### src/rtl/controle_rodada.sv
// rtl/controle_rodada.sv - round referee: ball motion, hit/miss/foul judging, point hold
module controle_rodada #(
  parameter int WIDTH        = 8,
  parameter int TICK_DIV     = 25000000,
  parameter int HOLD_TICKS   = 3,
  parameter int SPEEDUP_HITS = 4
) (
  input  logic                     clock,
  input  logic                     reset,
  input  logic                     b1,
  input  logic                     b2,
  input  logic                     game_over,
  output logic                     p1vic,
  output logic                     p2vic,
  output logic [$clog2(WIDTH)-1:0] ball_pos,
  output logic [WIDTH-1:0]         ball_led,
  output logic [2:0]               state_o
);

  localparam int PW = $clog2(WIDTH);
  localparam int CW = $clog2(TICK_DIV + 1);
  localparam int HW = $clog2(HOLD_TICKS + 1);
  localparam int SW = $clog2(SPEEDUP_HITS + 1);
  localparam logic [PW-1:0] END_P1 = PW'(WIDTH - 1);
  localparam logic [PW-1:0] END_P2 = '0;
  localparam logic [CW-1:0] TD     = CW'(TICK_DIV);

  typedef enum logic [2:0] {
    IDLE    = 3'd0,
    MOVE_P1 = 3'd1,
    MOVE_P2 = 3'd2,
    POINT   = 3'd3,
    STOP    = 3'd4
  } state_t;

  state_t        state;
  logic          server_p2;
  logic [1:0]    level;
  logic [SW-1:0] hits;
  logic [CW-1:0] cnt;
  logic [HW-1:0] hold;

  logic [CW-1:0] period;
  logic          tick;
  logic          only1, only2;
  logic          recv_p1, at_end, recv_press, other_press;

  function automatic logic [WIDTH-1:0] onehot(input logic [PW-1:0] p);
    return WIDTH'(1) << p;
  endfunction

  // The point hold always runs at the base rate, whatever the rally speed was.
  always_comb begin
    period      = (state == POINT) ? TD : (TD >> level);
    tick        = (cnt == period - CW'(1));
    only1       = b1 & ~b2;
    only2       = b2 & ~b1;
    recv_p1     = (state == MOVE_P1);
    at_end      = recv_p1 ? (ball_pos == END_P1) : (ball_pos == END_P2);
    recv_press  = recv_p1 ? only1 : only2;
    other_press = recv_p1 ? only2 : only1;
  end

  assign state_o = state;

  always_ff @(posedge clock) begin
    if (!reset) begin
      state     <= IDLE;
      server_p2 <= 1'b0;
      ball_pos  <= END_P1;
      ball_led  <= onehot(END_P1);
      p1vic     <= 1'b0;
      p2vic     <= 1'b0;
      level     <= '0;
      hits      <= '0;
      cnt       <= '0;
      hold      <= '0;
    end else if (game_over) begin
      state    <= STOP;
      p1vic    <= 1'b0;
      p2vic    <= 1'b0;
      ball_led <= '0;
      cnt      <= '0;
    end else begin
      case (state)
        IDLE: begin
          cnt <= '0;
          if (server_p2 ? only2 : only1) begin
            state <= server_p2 ? MOVE_P1 : MOVE_P2;
            level <= '0;
            hits  <= '0;
          end
        end
        MOVE_P1, MOVE_P2: begin
          if (recv_press && at_end) begin
            state <= recv_p1 ? MOVE_P2 : MOVE_P1;
            cnt   <= '0;
            if (hits == SW'(SPEEDUP_HITS - 1)) begin
              hits <= '0;
              if (level != 2'd3) level <= level + 2'd1;
            end else begin
              hits <= hits + SW'(1);
            end
          end else if (recv_press || other_press) begin
            // Foul: whoever pressed loses the point.
            state <= POINT;
            cnt   <= '0;
            hold  <= '0;
            p1vic <= only2;
            p2vic <= only1;
          end else if (tick) begin
            cnt <= '0;
            if (at_end) begin
              state <= POINT;
              hold  <= '0;
              p1vic <= ~recv_p1;
              p2vic <= recv_p1;
            end else begin
              ball_pos <= recv_p1 ? ball_pos + PW'(1) : ball_pos - PW'(1);
              ball_led <= recv_p1 ? ball_led << 1 : ball_led >> 1;
            end
          end else begin
            cnt <= cnt + CW'(1);
          end
        end
        POINT: begin
          if (tick) begin
            cnt <= '0;
            if (hold == HW'(HOLD_TICKS - 1)) begin
              // Loser serves next, ball parked at the loser's end.
              state     <= IDLE;
              p1vic     <= 1'b0;
              p2vic     <= 1'b0;
              server_p2 <= p1vic;
              ball_pos  <= p1vic ? END_P2 : END_P1;
              ball_led  <= onehot(p1vic ? END_P2 : END_P1);
            end else begin
              hold <= hold + HW'(1);
            end
          end else begin
            cnt <= cnt + CW'(1);
          end
        end
        STOP: begin
          ball_led <= '0;
        end
        default: begin
          state <= IDLE;
        end
      endcase
    end
  end

endmodule

### config.mk
export PLATFORM = sky130hd
export DESIGN_NAME = controle_rodada
export DESIGN_NICKNAME = d
export VERILOG_FILES = /design/src/rtl/controle_rodada.sv
export SDC_FILE = /design/constraint.sdc
export NUM_CORES = 1
export LEC_CHECK = 0
export CAP_MARGIN = 40
export CELL_PAD_IN_SITES_DETAIL_PLACEMENT = 1
export CELL_PAD_IN_SITES_GLOBAL_PLACEMENT = 2
export CORE_ASPECT_RATIO = 0.7
export CORE_MARGIN = 2
export CORE_UTILIZATION = 39
export DETAILED_ROUTE_END_ITERATION = 8
export DONT_BUFFER_PORTS = 1
export GPL_TIMING_DRIVEN = 1
export HOLD_SLACK_MARGIN = 0.02
export PLACE_DENSITY_LB_ADDON = 0.1
export SLEW_MARGIN = 20
export SYNTH_ARGS = -nofsm -noshare
export SYNTH_HDL_FRONTEND = slang
export SYNTH_SLANG_ARGS = --single-unit
### constraint.sdc
create_clock -name clock -period 3.87 [get_ports clock]
set_clock_uncertainty 0.2 [all_clocks]
set_input_delay 0.1935 -clock clock [delete_from_list [all_inputs] [get_ports clock]]
set_output_delay 0.1935 -clock clock [all_outputs]
set_load 0.005 [all_outputs]
==> flow_summary.toml <==
[sta]
fin_worst_hold_slack_ns = 0.04448
slew_viol_final = 0
grt_setup_unrepaired = "false"
timing.slew.headroom_pct = 52.59
min_period_ns = 3.553
tightest_slew_ns = 0.7112
setup_viol_count_final = 0
hold_violations = 0
final_min_period_over_clock_period_pct = 91.82
timing.setup.tns_ns = 0
maxClockFrequency_mhz = 281.4

[finish]
area_of_all_placed_cells_without_fillers_mm2 = 0.003680
area_overhead_of_the_layout_relative_to_synthesis_pct = 7.690
antennaDiodeCount = 0
finalNonFillerCells = 533
layout-drive-gt1-share_pct = 9.685
nNetsFinal = 430

[place]
area_after_dpl_mm2 = 0.003512
place.port_buffers = 0
finalWeightedCongestion = 0.7792
post-place-cells = 524
detailed_place_hpwl_um = 7706

[cts]
htreeDepth = 2
cts_post_setup_buffers_inserted = 0
cts_num_sinks = 49
cts_tree = "built"
cts_inserted_buffers = 5
cts.root.buffer_cell = "clkbuf_16"
cts.path.max_buffers = 2
clk-insertion-delay-late_ns = 0.29
clk_pin_slew_ns = 0.07

[yosys]
synthDominantCellAreaShare_pct = 28.71
ys_dominant_reg_cell = "dfxtp_1"
synthCells = 422
syn-cell-area_mm2 = 0.003417
synthDistinctLibCells = 69
synth_area_leader = "dfxtp_1"
syn-num-nets = 439
synth.most_common_cell = "dfxtp_1"
post_synth_main_area_contributors = "dfxtp_1, nand2_1, ha_1"
synth.avg_cell_area_um2 = 8.097
synth-async-reset-ratio_pct = 0
yosys-top-cells-count = "dfxtp_1, nand2_1, nor2_1, nand3_1, nor3_1"
synth_seq_area_share_pct = 28.71
post_synth_edffs = 0
synth-warning-count = 0
ys_seq_elements = 49

[floorplanning]
core-area_mm2 = 0.008478
num_rows = 28
io_pins = 21
dieArea_mm2 = 0.009538
die-height_um = 82.32
floorplan.initialDensity_pct = 40.30
die_width_um = 115.9

[global_route]
overflow = 0
antenna_found_initial = 0
grt_max_degree = 24
grt_pass1_vias = 3150
grt.total_usage_pct = 23.85
first_pass_grt_wire_length_um = 17410

[pwr]
switching_share_pct = 26.66
power.internal_uw = 784.8
p_leak_nw = 1.281
pwr-share-comb_pct = 10.0
sequentialPowerShare_pct = 48.5
ir_worst_vdd_mv = 0.1739
p_switching_uw = 285.3
power.share.clock_pct = 41.5
power.density_mw_per_mm2 = 290.8

[drt]
drtAntennaViolNets = 0
drt_first_pass_iters = 4
vias = 3170
drcViolationCount = 0
drt-initial-drc-count = 130
routed_wire_length_per_instance_um = 19.83
drt_wl_total_um = 10570
vias_per_cell = 5.947

[worst_setup_path]
crit_path_start_kind = "flop"
regToRegStartpoint = "level[0]"
critPathRequiredTime_ns = 3.82
reg2regPathDepth = 11
category_of_the_critical_setup_timing_path = "reg -> reg"
setup.worst_path.start = "level[0]"
critical_path.max_fanout = 7
worst-endpoint-arrival_ns = 3.51
crit_path_end_kind = "flop"

[worst_hold_path]
whs_path_depth = 3
holdCritStartpoint = "game_over"
min-delay-path-class = "in -> reg"

[status]
outcome = "finished clean"

[job]
number_of_maximum_capacitance_violations = 0
## power groups by stage
stage / registers [mW] / logic [mW] / clock network (mW)
after floorplan: 0.527 / 0.0785 / 0
after global placement: 0.530 / 0.100 / 0
after detailed placement: 0.530 / 0.101 / 0
after CTS: 0.518 / 0.107 / 0.456
after global routing: 0.520 / 0.118 / 0.473
final: 0.518 / 0.107 / 0.444
## cell usage in the layout, fill, tap and decap left out, drive strengths merged, types with 4 or more instances in the layout
| master | netlist | routed |
|---|---|---|
| ha | 11 | 11 |
| and4 | 4 | 4 |
| a21oi | 9 | 9 |
| buf | 12 | 11 |
| nor2b | 7 | 7 |
| a22oi | 5 | 5 |
| nand2 | 37 | 37 |
| xnor2 | 9 | 9 |
| o21ai | 20 | 20 |
| a22o | 6 | 6 |
| clkbuf | 17 | 5 |
| nand3 | 22 | 22 |
| dfxtp | 49 | 49 |
| mux2i | 12 | 12 |
| o211ai | 4 | 4 |
| xor2 | 15 | 15 |
| a31oi | 7 | 7 |
| and2 | 4 | 4 |
| nor4 | 8 | 8 |
| nand4 | 11 | 11 |
| o31ai | 5 | 5 |
| nor3 | 21 | 21 |
| nand2b | 8 | 8 |
| nor2 | 34 | 34 |
| o22ai | 4 | 4 |
| inv | 16 | 16 |
| and3 | 8 | 8 |
| a211oi | 8 | 8 |
| o21a | 4 | 4 |
## critical path, cell delays in order (launching register included)
cell       delay [ns]
dfxtp_1          0.37
inv_1            0.16
ha_1             0.32
nand2_1          0.09
ha_1             0.23
xor2_1           0.18
a2111oi_2        0.37
o211ai_1         0.17
or4_4            0.59
or4_4            0.49
nor3b_2          0.17
o21ai_1          0.07
## final cells by class
type	instances	area, um2
Clock buffer	5	125.1
Clock inverter	2	16.27
Fill cell	1040	4798
Inverter	16	60.06
Multi-Input combinational cell	328	2245
Sequential cell	49	980.9
Tap cell	120	150.1
Timing Repair Buffer	13	102.6
## sequential cells by signal, indices dropped and copies added (netlist names)
register and cells:
p2vic 1, ball_pos 3, level 2, hold 2, state_o 3, cnt 25
server_p2 1, ball_led 8, p1vic 1, hits 3
## per-stage QoR
step	worst slack, ns	utilization [%]	power (mW)
floorplan	0.3415	-	0.6060
global placement	0.5001	41.43	0.6301
global route	0.09363	43.40	1.110
CTS	0.2366	43.33	1.081
detailed placement	0.2752	41.43	0.6318
finish	0.3166	43.40	1.070
## timing repair
action	4_1_cts	5_1_grt
hold endpoints to repair	13	0
hold buffers	2	0
gates resized for setup	0	1
setup endpoints to repair	0	4
## final timing paths
kind / end / slack (ns)
hold reg to reg: hold[1] / 0.27
hold / removal: hold[1] / 0.04
setup reg to reg: ball_pos[2] / 0.32
setup / recovery: ball_pos[2] / 0.32
## routing by layer
layer  routed length (um)  global-route usage [%]  part of all wire (%)
met1                 5495                   35.70                    52
met2                 4377                   35.32                    41
met3                  640                   5.401                   6.1
met4                   54                   3.929                  0.51
met5                    0                       0                     0
## cell families after synthesis
group,after synthesis,share of synthesized area (%)
AND/OR/NAND/NOR,182,28.67
XOR/XNOR,24,6.152
flip-flops,49,28.71
adder cells (fa/ha/maj),14,5.200
multiplexers,14,4.284
buffers and inverters,45,5.785
AO/OA/AOI/OAI,94,21.20
No activity file was read; power rests on OpenSTA's default activity.
